==> config.mk <==
export PLATFORM = sky130hd
export DESIGN_NAME = fir_feeder
export DESIGN_NICKNAME = d
export VERILOG_FILES = /design/src/rtl/fir_feeder.sv
export SDC_FILE = /design/constraint.sdc
export NUM_CORES = 1
export LEC_CHECK = 0
export ABC_AREA = 1
export BUFFER_PORTS_ARGS = -buffer_cell sky130_fd_sc_hd__buf_2
export CORE_ASPECT_RATIO = 1.75
export CORE_MARGIN = 2
export CORE_UTILIZATION = 44
export CTS_CLUSTER_DIAMETER = 80
export DETAILED_ROUTE_END_ITERATION = 6
export PLACE_DENSITY_LB_ADDON = 0.25
export RECOVER_POWER = 100
export SYNTH_ARGS = -nofsm -noshare
export SYNTH_HDL_FRONTEND = slang
export SYNTH_SLANG_ARGS = --single-unit
==> constraint.sdc <==
create_clock -name clk -period 3.5 [get_ports clk]
set_clock_uncertainty 0.05 [all_clocks]
set_input_delay 0.525 -clock clk [delete_from_list [all_inputs] [get_ports clk]]
set_output_delay 0.525 -clock clk [all_outputs]
set_load 0.01 [all_outputs]
==> src/rtl/fir_feeder.sv <==
// Host-side front end for the FIR controller: buffers samples, holds one coefficient,
// and sequences the lc/dr handshakes. Define FIR_FEEDER_WATCHDOG_EN to add the wait watchdog.
module fir_feeder #(
    parameter int DATA_W     = 16,
    parameter int FIFO_DEPTH = 4,
    parameter int TIMEOUT    = 64
) (
    input  logic                          clk,
    input  logic                          rst,
    input  logic                          sample_valid,
    input  logic [DATA_W-1:0]             sample_data,
    output logic                          sample_ready,
    input  logic                          coeff_valid,
    input  logic [DATA_W-1:0]             coeff_data,
    output logic                          coeff_ready,
    input  logic                          modwait,
    input  logic                          err,
    output logic                          dr,
    output logic                          lc,
    output logic [DATA_W-1:0]             sample_out,
    output logic [DATA_W-1:0]             fir_coeff,
    output logic [1:0]                    coeff_idx,
    output logic [$clog2(FIFO_DEPTH):0]   fifo_count,
    output logic                          busy,
    output logic                          sample_err,
    output logic                          timeout
);

    localparam int PW = $clog2(FIFO_DEPTH);
    localparam int CW = PW + 1;

    typedef enum logic [2:0] {
        S_IDLE, S_LC, S_C_HI, S_C_LO, S_DR1, S_DR2, S_BUSY
    } state_t;

    state_t                           state;
    logic [FIFO_DEPTH-1:0][DATA_W-1:0] mem;
    logic [PW-1:0]                    wr_ptr, rd_ptr;
    logic [CW-1:0]                    count;
    logic                             full, empty, push, pop;
    logic [DATA_W-1:0]                coeff_reg;
    logic                             coeff_full, coeff_take, coeff_free;
    logic [1:0]                       idx;
    logic                             locked, seen_hi, sample_done, wd_fire;

    assign full        = (count == CW'(FIFO_DEPTH));
    assign empty       = (count == '0);
    assign push        = sample_valid && !full;
    assign locked      = (idx != 2'd0);
    // Error-idle (err with modwait low) completes a sample even if modwait never rose.
    assign sample_done = (state == S_BUSY) && !modwait && (seen_hi || err);
    assign pop         = sample_done || ((state == S_BUSY) && wd_fire);
    assign coeff_take  = coeff_valid && !coeff_full;
    assign coeff_free  = ((state == S_C_LO) && !modwait) || (wd_fire && (state != S_BUSY));

    always_ff @(posedge clk or posedge rst) begin
        if (rst) begin
            mem    <= '0;
            wr_ptr <= '0;
            rd_ptr <= '0;
            count  <= '0;
        end else begin
            if (push) begin
                mem[wr_ptr] <= sample_data;
                wr_ptr      <= wr_ptr + 1'b1;
            end
            if (pop)
                rd_ptr <= rd_ptr + 1'b1;
            case ({push, pop})
                2'b10:   count <= count + 1'b1;
                2'b01:   count <= count - 1'b1;
                default: count <= count;
            endcase
        end
    end

    always_ff @(posedge clk or posedge rst) begin
        if (rst) begin
            coeff_reg  <= '0;
            coeff_full <= 1'b0;
        end else if (coeff_take) begin
            coeff_reg  <= coeff_data;
            coeff_full <= 1'b1;
        end else if (coeff_free) begin
            coeff_full <= 1'b0;
        end
    end

    always_ff @(posedge clk or posedge rst) begin
        if (rst) begin
            state      <= S_IDLE;
            idx        <= 2'd0;
            seen_hi    <= 1'b0;
            sample_err <= 1'b0;
        end else begin
            case (state)
                S_IDLE: begin
                    if (coeff_full)
                        state <= S_LC;
                    else if (!empty && !locked)
                        state <= S_DR1;
                end
                S_LC:   state <= S_C_HI;
                S_C_HI: begin
                    if (wd_fire) begin
                        state <= S_IDLE;
                        idx   <= 2'd0;
                    end else if (modwait) begin
                        state <= S_C_LO;
                    end
                end
                S_C_LO: begin
                    if (wd_fire) begin
                        state <= S_IDLE;
                        idx   <= 2'd0;
                    end else if (!modwait) begin
                        state <= S_IDLE;
                        idx   <= idx + 1'b1;
                    end
                end
                S_DR1:  state <= S_DR2;
                S_DR2: begin
                    seen_hi <= modwait;
                    state   <= S_BUSY;
                end
                S_BUSY: begin
                    if (modwait)
                        seen_hi <= 1'b1;
                    if (sample_done) begin
                        state <= S_IDLE;
                        if (err)
                            sample_err <= 1'b1;
                    end else if (wd_fire) begin
                        state <= S_IDLE;
                    end
                end
                default: state <= S_IDLE;
            endcase
        end
    end

`ifdef FIR_FEEDER_WATCHDOG_EN
    localparam int WW = $clog2(TIMEOUT + 1);

    logic [WW-1:0] wd_cnt;
    logic          waiting, advance;

    assign waiting = (state == S_C_HI) || (state == S_C_LO) || (state == S_BUSY);

    always_comb begin
        advance = 1'b0;
        case (state)
            S_C_HI:  advance = modwait;
            S_C_LO:  advance = !modwait;
            S_BUSY:  advance = sample_done;
            default: advance = 1'b0;
        endcase
    end

    // Fires on the TIMEOUT-th cycle in a wait state unless the wait resolves that cycle.
    assign wd_fire = waiting && !advance && (wd_cnt == WW'(TIMEOUT - 1));

    always_ff @(posedge clk or posedge rst) begin
        if (rst) begin
            wd_cnt  <= '0;
            timeout <= 1'b0;
        end else begin
            if (!waiting || advance || wd_fire)
                wd_cnt <= '0;
            else
                wd_cnt <= wd_cnt + 1'b1;
            if (wd_fire)
                timeout <= 1'b1;
        end
    end
`else
    assign wd_fire = 1'b0;
    // Always 0 here; TIMEOUT only matters when the watchdog is built in.
    assign timeout = (TIMEOUT < 0);
`endif

    assign sample_ready = !full;
    assign coeff_ready  = !coeff_full;
    assign dr           = (state == S_DR1) || (state == S_DR2);
    assign lc           = (state == S_LC);
    assign busy         = (state != S_IDLE);
    assign sample_out   = mem[rd_ptr];
    assign fir_coeff    = coeff_reg;
    assign coeff_idx    = idx;
    assign fifo_count   = count;

endmodule

# After elaboration in Yosys (flattened, before gate mapping)
# Cells that the tools add are included.
# word_totals
reg_bits	95
elab_cells	77
# classes
n_addsub	5
order_cmp	3
eq_ne	14
n_mux	16
bitwise	1
reduce_logical	25
# op_table
op	count
$bwmux 64	1
$bmux 16 s2	1
$demux 16 s2	1
$mux 16	2
$pmux 3 s7	1
$mux 3	5
$eq 3x3->1 const B	4
$ne 2x2->1 const B	4
$reduce_bool 2->1	4
$logic_and 1x1->1	7
$add 2x1->2 const B	3
$eq 3x2->1 const B	2
$logic_not 3->1	2
$lt 2x3->1 const B	2
$pmux 3 s2	1
$logic_not 1->1	5
$reduce_and 2->1	2
$reduce_and 4->1	1
$add 3x1->3 const B	1
$eq 3x1->1 const B	1
$mux 1	3
$ne 3x3->1 const B	1
$reduce_and 3->1	1
$reduce_bool 3->1	1
7 further kinds	8

# Depth between registers and ports, before layout
# Gate-level depths: netlist of the first run.
# logic_depth
depth_word	6
ltp_mapped	11
ltp_nobuf	11

# Worst setup path before layout of the first run
# OpenSTA, ideal clock, no wires.
# synth_path
path_kind	reg2reg
from	register state[0]
to	register count[2], in the netlist fifo_count[2]
setup_ps	131
t_arrival_ps	1727
t_required_ps	3319
path_slack_ps	1592
path_stages_with_launch	12
path_buffers	0
synth_period_minus_slack_ps	1908
cell_sequence	dfrtp_1 inv_2 nand2_2 nor2_4 nand2_2 nor2_4 ha_1 inv_1 fa_1 a21oi_1 o21ai_0 xor2_1
# synth_via
elab_chain_cells	5
# synth_lines
element	line	text
from (decl)	36	state_t state;
from (signal assigned)	91	state <= S_IDLE;
from (signal assigned)	99	state <= S_LC;
from (signal assigned)	101	state <= S_DR1;
$eq 3x3->1 (*)	51	assign sample_done = (state == S_BUSY) && !modwait && (seen_hi || err);
$logic_and 1x1->1 (*) (2 in series)	51	
$eq 2x1->1 or $eq 2x2->1 (tied branches)	69	case ({push, pop})
$pmux 3 s2 or $reduce_bool 2->1 (tied branches)	--	
to (signal assigned)	70	2'b10: count <= count + 1'b1;
to (signal assigned)	71	2'b01: count <= count - 1'b1;
to (signal assigned)	72	default: count <= count;
to (decl)	39	logic [CW-1:0] count;
# Mark *: on every way between the ends. The rest lies on a longest branch, timed or not.
# A chain may end at the register's enable or synchronous reset.

# Worst setup path after layout of the first run
# layout_path
from	register rd_ptr[1]
to	output sample_out[3]
# layout_via
elab_chain_cells	2
# layout_lines
element	line	text
from (decl)	38	logic [PW-1:0] wr_ptr, rd_ptr;
from (signal assigned)	68	rd_ptr <= rd_ptr + 1'b1;
$bmux 16 s2	187	assign sample_out = mem[rd_ptr];
$mux 16 (implied by the code)	187	
to (decl)	20	output logic [DATA_W-1:0] sample_out,
# Every way passes these cells. The select of a mux whose other input is x is not followed.

==> results.tsv, run 1 <==
metric	value	unit
run_status	finished with violations	
violations	capacitance limit, slew limit	
drt_iter0_markers	225	
vias_per_cell	5.13	
leakage	0.00238	µW
drc_errors	0	
required	2.92	ns
timing.slew.headroom	-0.580	
start_util	0.447	
setup_viol	0	
cts_setup_buffers	0	
root_buffer	clkbuf_16	
p_sw_frac	0.377	
ctsLongestPathBuffers	2	
grt_pass1_vias	3401	
cts_resized	0	
ys_ff_latch	95	
drive_gt1_frac	0.149	
grt_setup_unrepaired	false	
fmax	437	MHz
fin_util	0.505	
cts-buffers-inserted	9	
period_needed	2.29	ns
path_clk_slew	0.06	ns
maxCapViolCount	1	
grt_first_pass_wirelength	15900	µm
die-area	10800	µm²
hold_path_end	fir_coeff[7]	
place_hpwl	6160	µm
antennaDiodeCount	0	
synth_top_area_frac	0.543	
holdCritStartpoint	coeff_data[7]	
synth_area_leader_cell	dfrtp_1	
wirelength	9340	µm
cp-start-kind	register	
p_per_area	955	nW/µm²
grt_usage	0.189	
syn_nets	492	
hold_path_depth	2	
port_buffers	80	
crit_fanout	17	
r2r_slack	1.22	ns
dp_slack	1.38	ns
dr.pass1.iters	5	
ir_worst_vdd	0.000592	V
final_common_cell	o21ai_0	
netlist_area	4380	µm²
ys_seq_area_frac	0.543	
ys_warn_count	0	
hold_buffers	0	
cts_max_level	3	
fin_setup_tns	0	ns
antenna_found_initial	0	
power_frac_comb	0.360	
ant_nets	0	
switchingPower	1780	µW
netlist_instances	447	
worst_hold_slack	0.343	ns
nFillCells	944	
crit_start	rd_ptr[1]	
cts_sinks	95	
place_congestion	0.796	
seqPwrFrac	0.402	
clock_latency	0.34	ns
finalPower	4720	µW
r2r-start	state[0]	
layout.nets	563	
hold_viol	0	
synth_area_leaders	dfrtp_1 54%, nand2_1 7.4%, o21ai_1 5.4%, o21ai_2 4.6%, o21ai_0 3.9%	
cp.arrival	1.72	ns
grt_max_degree	53	
fp-row-count	48	
r2r_cells	11	
worst_slack	1.21	ns
die-height	136	µm
reg2reg_to	fifo_count[2]	
fp.coreArea	9790	µm²
grt_overflow_total	0	
wire_per_inst	14.4	µm
intPower	2940	µW
io_pins	82	
min_period_over_period	0.654	
critPathCaptureType	primary output	
crit_type	register to primary output	
syn_avg_cell_area	9.80	µm²
cts_tree	yes	
hp-class	primary input to register	
num_vias	3325	
area_growth	12.8	%
final_cell_mix	100 x o21ai_0, 95 x dfrtp_1, 93 x nand2_1, 42 x buf_2, 40 x nor2_1	
die_w	79.4	µm
synth.distinct_cells	30	
finalMaxSlewViolations	52	
pwr-share-clk	0.238	
worstMarginPinSlew	2.36	ns
final cells by class:
cell class | instances | area (µm²) | area share
repair buffers | 83 | 388 | 0.0785
clock buffers | 9 | 225 | 0.0456
multi-input cells | 296 | 1540 | 0.312
clock inverters | 7 | 120 | 0.0243
well taps | 125 | 156 | 0.0317
inverters | 33 | 133 | 0.0268
flip-flops and latches | 95 | 2380 | 0.481
worst max path at each step:
| stage | cells after the start | end | slack, ns |
|---|---|---|---|
| finish | 4 | sample_out[3] | 1.21 |
| global route | 11 | fifo_count[2] | 1.02 |
| CTS | 4 | sample_out[3] | 1.19 |
| detailed placement | 10 | fifo_count[2] | 1.38 |
| global placement | 10 | fifo_count[2] | 1.39 |
| floorplan | 1 | coeff_full | 0.45 |
Yosys cell counts, drive strengths merged:
master / number
nor2: 41
nand4: 2
dfrtp: 95
fa: 1
a21oi: 3
nand3: 6
o21ai: 104
a31o: 1
ha: 6
clkbuf: 4
conb: 1
xnor2: 1
nand2: 94
xor2: 4
mux2: 16
inv: 33
buf: 19
o22ai: 16
flip-flops by register name (all words and copies together) (netlist names):
signal,cells
fir_coeff,16
wr_ptr,2
coeff_idx,2
rd_ptr,2
sample_err,1
fifo_count,3
mem,64
coeff_full,1
seen_hi,1
state,3
metal layers:
layer  share of wire  track usage  wire [µm]
met1            0.42        0.228       3920
met2            0.51        0.323       4800
met3           0.050       0.0438        467
met4           0.016       0.0747        150
met5               0            0          0
cell families (layout without fill, tap and decap cells):
kind of cell,count (synthesis),after routing,share of synthesized area
adder cells (fa/ha/maj),7,7,0.0217
XOR/XNOR,5,5,0.0100
buffers and inverters,56,132,0.0743
AO/OA/AOI/OAI,124,124,0.167
other,1,1,0.000856
flip-flops,95,95,0.543
multiplexers,16,16,0.0411
AND/OR/NAND/NOR,143,143,0.143
power by group through the flow:
stage	clock network (µW)	logic [µW]	registers (µW)
final	1120	1700	1900
after floorplan	0	1390	1920
after CTS	1150	1960	1900
after detailed placement	0	1950	1910
after global routing	1190	1940	1970
after global placement	0	1900	1890
worst max-delay path, stage by stage (launching register included):
cell and delay [ns]:
dfrtp_1 0.38, inv_1 0.43, o21ai_0 0.20, o22ai_1 0.17, clkbuf_1 0.19
through the flow:
step                      cells  instance area [µm²]
after floorplan             447                 4380
after global placement      632                 4780
after detailed placement    632                 4780
after CTS                   648                 5120
after global routing        648                 4940
final                       648                 4940
(Power assumes the default switching activity.)
==> run 2: changes to the inputs <==
==> constraint.sdc (replaced) <==
create_clock -name clk -period 2.3 [get_ports clk]
set_clock_uncertainty 0.05 [all_clocks]
set_input_delay 0.345 -clock clk [delete_from_list [all_inputs] [get_ports clk]]
set_output_delay 0.345 -clock clk [all_outputs]
set_load 0.01 [all_outputs]
==> results.tsv, run 2 (same netlist as run 1, synthesis figures left out) <==
metric	value	unit
fin_util	0.506	
ant_nets	0	
instances_no_fill	651	
io_pins	82	
die-height	136	µm
setup_viol	0	
cts_max_level	3	
pwr-share-clk	0.225	
reg2reg_to	fifo_count[2]	
crit_fanout	5	
r2r-start	state[0]	
p_per_area	1430	nW/µm²
dpl_cell_area	4800	µm²
die-area	10800	µm²
wire_per_inst	14.3	µm
hold_buffers	1	
ir_worst_vdd	0.000671	V
design_area	4960	µm²
start_util	0.447	
timing.slew.headroom	0.476	
finalMaxSlewViolations	0	
wirelength	9310	µm
clock_latency	0.34	ns
maxCapViolCount	0	
cts-buffers-inserted	9	
path_clk_slew	0.06	ns
hp-class	primary input to register	
cts_setup_buffers	0	
period_needed	2.10	ns
grt_pass1_vias	3317	
hold_viol	0	
fp.coreArea	9790	µm²
num_vias	3261	
r2r_slack	0.20	ns
grt_setup_unrepaired	false	
power_frac_comb	0.366	
fmax	476	MHz
hold_path_depth	2	
place_hpwl	6270	µm
grt_first_pass_wirelength	15600	µm
worstMarginPinSlew	0.782	ns
antenna_found_initial	0	
drt_iter0_markers	221	
grt_overflow_total	0	
leakage	0.00236	µW
cp-start-kind	register	
largest_reg_flops	64	
vias_per_cell	5.01	
intPower	4380	µW
drive_gt1_frac	0.150	
root_buffer	clkbuf_16	
run_status	finished clean	
fp-row-count	48	
cts_resized	0	
top_register	mem	
cp.arrival	2.27	ns
cts_tree	yes	
switchingPower	2680	µW
cts_sinks	95	
p_sw_frac	0.380	
ctsLongestPathBuffers	2	
grt_usage	0.188	
min_period_over_period	0.914	
die_w	79.4	µm
area_growth	13.1	%
placedCellCount	634	
r2r_cells	11	
required	2.46	ns
crit_start	state[0]	
grt_max_degree	68	
critPathCaptureType	register	
dr.pass1.iters	4	
port_buffers	80	
seqPwrFrac	0.408	
place_congestion	0.759	
antennaDiodeCount	0	
final_common_cell	dfrtp_1	
holdCritStartpoint	coeff_data[7]	
hold_path_end	fir_coeff[7]	
final_cell_mix	95 x dfrtp_1, 94 x o21ai_0, 89 x nand2_1, 45 x clkbuf_1, 38 x nor2_1	
drc_errors	0	
fin_setup_tns	0	ns
crit_type	register to register	
layout.nets	566	
[run 2: critical path, stage by stage (launching register included)]
cell and delay [ns]:
dfrtp_1 0.42, inv_2 0.07, nand2_1 0.09, nor2_4 0.13
nand2_2 0.07, nor2_4 0.13, ha_1 0.16, inv_1 0.07
fa_1 0.38, a21oi_1 0.14, o21ai_0 0.11, xor2_1 0.16
[run 2: worst max path at each step]
stage	endpoint	slack, ns	cells past startpoint
2_1_floorplan	fifo_count[2]	0.39	11
3_3_place_gp	fifo_count[2]	0.30	11
3_5_place_dp	fifo_count[2]	0.24	11
4_1_cts	sample_out[9]	0.22	4
5_1_grt	sample_out[9]	0.04	4
6_report	fifo_count[2]	0.20	11
[run 2: area by class of cell]
type / instances / area, µm²
Clock inverter: 5 / 81.3
Timing Repair Buffer: 86 / 403
Multi-Input combinational cell: 296 / 1560
Tap cell: 125 / 156
Fill cell: 978 / 4830
Sequential cell: 95 / 2380
Clock buffer: 11 / 243
Inverter: 33 / 133
[run 2: metrics by stage]
stage,setup WS [ns],power (µW),hold WS [ns]
after floorplan,0.392,5030,0.400
after global placement,0.296,5780,0.306
after detailed placement,0.241,5900,0.310
after CTS,0.220,7520,0.151
after global routing,0.0354,7680,0.159
final,0.198,7070,0.161
[run 2: power by group through the flow]
| stage | logic, µW | clock network (µW) | registers, µW |
|---|---|---|---|
| after floorplan | 2110 | 0 | 2920 |
| after global placement | 2910 | 0 | 2870 |
| after detailed placement | 2980 | 0 | 2910 |
| after CTS | 2990 | 1640 | 2890 |
| after global routing | 2980 | 1720 | 2990 |
| final | 2590 | 1590 | 2890 |
[run 2: metal layers]
layer / track usage / share of wire
met1: 0.210 / 0.40
met2: 0.339 / 0.53
met3: 0.0392 / 0.046
met4: 0.0833 / 0.021
met5: 0 / 0
==> run 3: changes to the inputs <==
--- a/config.mk
+++ b/config.mk
@@ -12,6 +12,7 @@
 export CORE_UTILIZATION = 44
 export CTS_CLUSTER_DIAMETER = 80
 export DETAILED_ROUTE_END_ITERATION = 6
+export GPL_TIMING_DRIVEN = 0
 export PLACE_DENSITY_LB_ADDON = 0.25
 export RECOVER_POWER = 100
 export SYNTH_ARGS = -nofsm -noshare
==> results.tsv, run 3 (same netlist as run 1, synthesis figures left out) <==
metric	value	unit
setup_viol	0	
crit_end	sample_out[2]	
crit_type	register to primary output	
wl_met1	3970	µm
dr.pass1.iters	4	
run_status	finished clean	
die-area	10800	µm²
r2r-start	state[0]	
cpMaxStageDelayCell	dfrtp_1	
reg2reg_to	fifo_count[2]	
period_needed	2.19	ns
drive_gt1_frac	0.180	
grt_overflow_total	0	
io_pins	82	
cts_max_level	3	
fp-row-count	48	
dp_slack	0.190	ns
area_growth	15.0	%
finalPower	7130	µW
placedCellCount	654	
min_period_over_period	0.952	
instances_no_fill	670	
wire_per_inst	15.8	µm
leakage	0.00243	µW
grt_setup_unrepaired	false	
drc_errors	0	
place_hpwl	7620	µm
ir_worst_vdd	0.000749	V
nFillCells	958	
r2r_cells	11	
ant_nets	0	
start_util	0.447	
max_stage_delay	0.55	ns
layout.nets	585	
cts_setup_buffers	0	
cp.arrival	1.79	ns
cts_sinks	95	
drt_iter0_markers	201	
crit_start	rd_ptr[1]	
place_congestion	0.859	
clock_latency	0.34	ns
required	1.90	ns
fin_setup_tns	0	ns
worst_slack	0.111	ns
routed.top_layer	met4	
cts_tree	yes	
grt_max_degree	43	
root_buffer	clkbuf_16	
maxCapViolCount	0	
largest_reg_flops	64	
ctsLongestPathBuffers	2	
hp-class	primary input to register	
fp.coreArea	9790	µm²
antenna_found_initial	0	
top_register	mem	
cts-buffers-inserted	9	
r2r_slack	0.17	ns
cp-start-kind	register	
num_vias	3428	
fmax	457	MHz
timing.slew.headroom	0.439	
die_w	79.4	µm
vias_per_cell	5.12	
grt_usage	0.210	
routed-wl-met3	580	µm
grt_pass1_vias	3493	
grt_first_pass_wirelength	17300	µm
crit_chain	clkinvlp_4 -> o21ai_0 -> o22ai_1 -> clkbuf_2	
worstMarginPinSlew	0.837	ns
critPathCaptureType	primary output	
wirelength	10600	µm
die-height	136	µm
crit_fanout	17	
antennaDiodeCount	0	
final_common_cell	dfrtp_1	
p_per_area	1410	nW/µm²
fin_util	0.515	
final_cell_mix	95 x dfrtp_1, 93 x nand2_1, 90 x o21ai_0, 48 x buf_2, 45 x clkbuf_1	
wl_met2	5860	µm
hold_viol	0	
path_clk_slew	0.06	ns
port_buffers	80	
finalMaxSlewViolations	0	
## run 3: cell types whose count changed in the layout (fill, tap and decap cells not counted), moves of 2 or more
cell        before  now
bufinv_16        2    0
buf_6            0    4
o21ai_2          1    6
nand2_2          5    1
clkinvlp_4       1    3
o21ai_0         94   90
buf_2           36   48
nand2_1         89   93
buf_4            3    1
clkbuf_2         1    5
## run 3: cell type report
type	count	area, µm²	share of cell area
Multi-Input combinational cell	296	1570	0.311
Clock inverter	4	28.8	0.00571
Inverter	33	129	0.0256
Tap cell	125	156	0.0310
Clock buffer	12	256	0.0509
Sequential cell	95	2380	0.472
Timing Repair Buffer	83	394	0.0782
Buffer	22	126	0.0251
## run 3: worst min path at each step
| stage | endpoint | startpoint | slack [ns] | cells past startpoint |
|---|---|---|---|---|
| 2_1_floorplan | mem[32] | mem[32] | 0.40 | 2 |
| 3_3_place_gp | sample_err | sample_err | 0.41 | 1 |
| 3_5_place_dp | mem[12] | rst | 0.33 | 2 |
| 4_1_cts | fir_coeff[7] | coeff_data[7] | 0.15 | 2 |
| 5_1_grt | fir_coeff[7] | coeff_data[7] | 0.16 | 2 |
| 6_report | fir_coeff[0] | coeff_data[0] | 0.16 | 2 |
## run 3: what timing repair did
| action | CTS | global route |
|---|---|---|
| pin swaps | 0 | 0 |
| hold endpoints to repair | 16 | 0 |
| hold buffers | 1 | 0 |
| resized for setup | 0 | 7 |
| setup endpoints to repair | 9 | 9 |
## run 3: critical path, delay by kind of cell, from the launching register on
family	cells	cell delay, ns
DFF	1	0.55
buffers and inverters	2	0.55
AOI/OAI and AO/OA	2	0.35
## run 3: routing by layer
| metal | GRT usage | up-vias |
|---|---|---|
| met1 | 0.240 | 1643 |
| met2 | 0.379 | 110 |
| met3 | 0.0432 | 12 |
| met4 | 0.0747 | 0 |
| met5 | 0 | - |
| li1 | - | 1663 |
## run 3: metrics by stage
step | area, µm² | hold slack [ns]
finish | 5040 | 0.163
global route | 5040 | 0.161
CTS | 5270 | 0.152
detailed placement | 4980 | 0.334
global placement | 4940 | 0.409
floorplan | 4380 | 0.400
## run 3: power by group
part	leakage (µW)	switching, µW	total [µW]	internal [µW]
logic	0.00112	1760	2810	1050
registers	0.00118	437	2890	2450
clock network	0.000135	628	1420	794
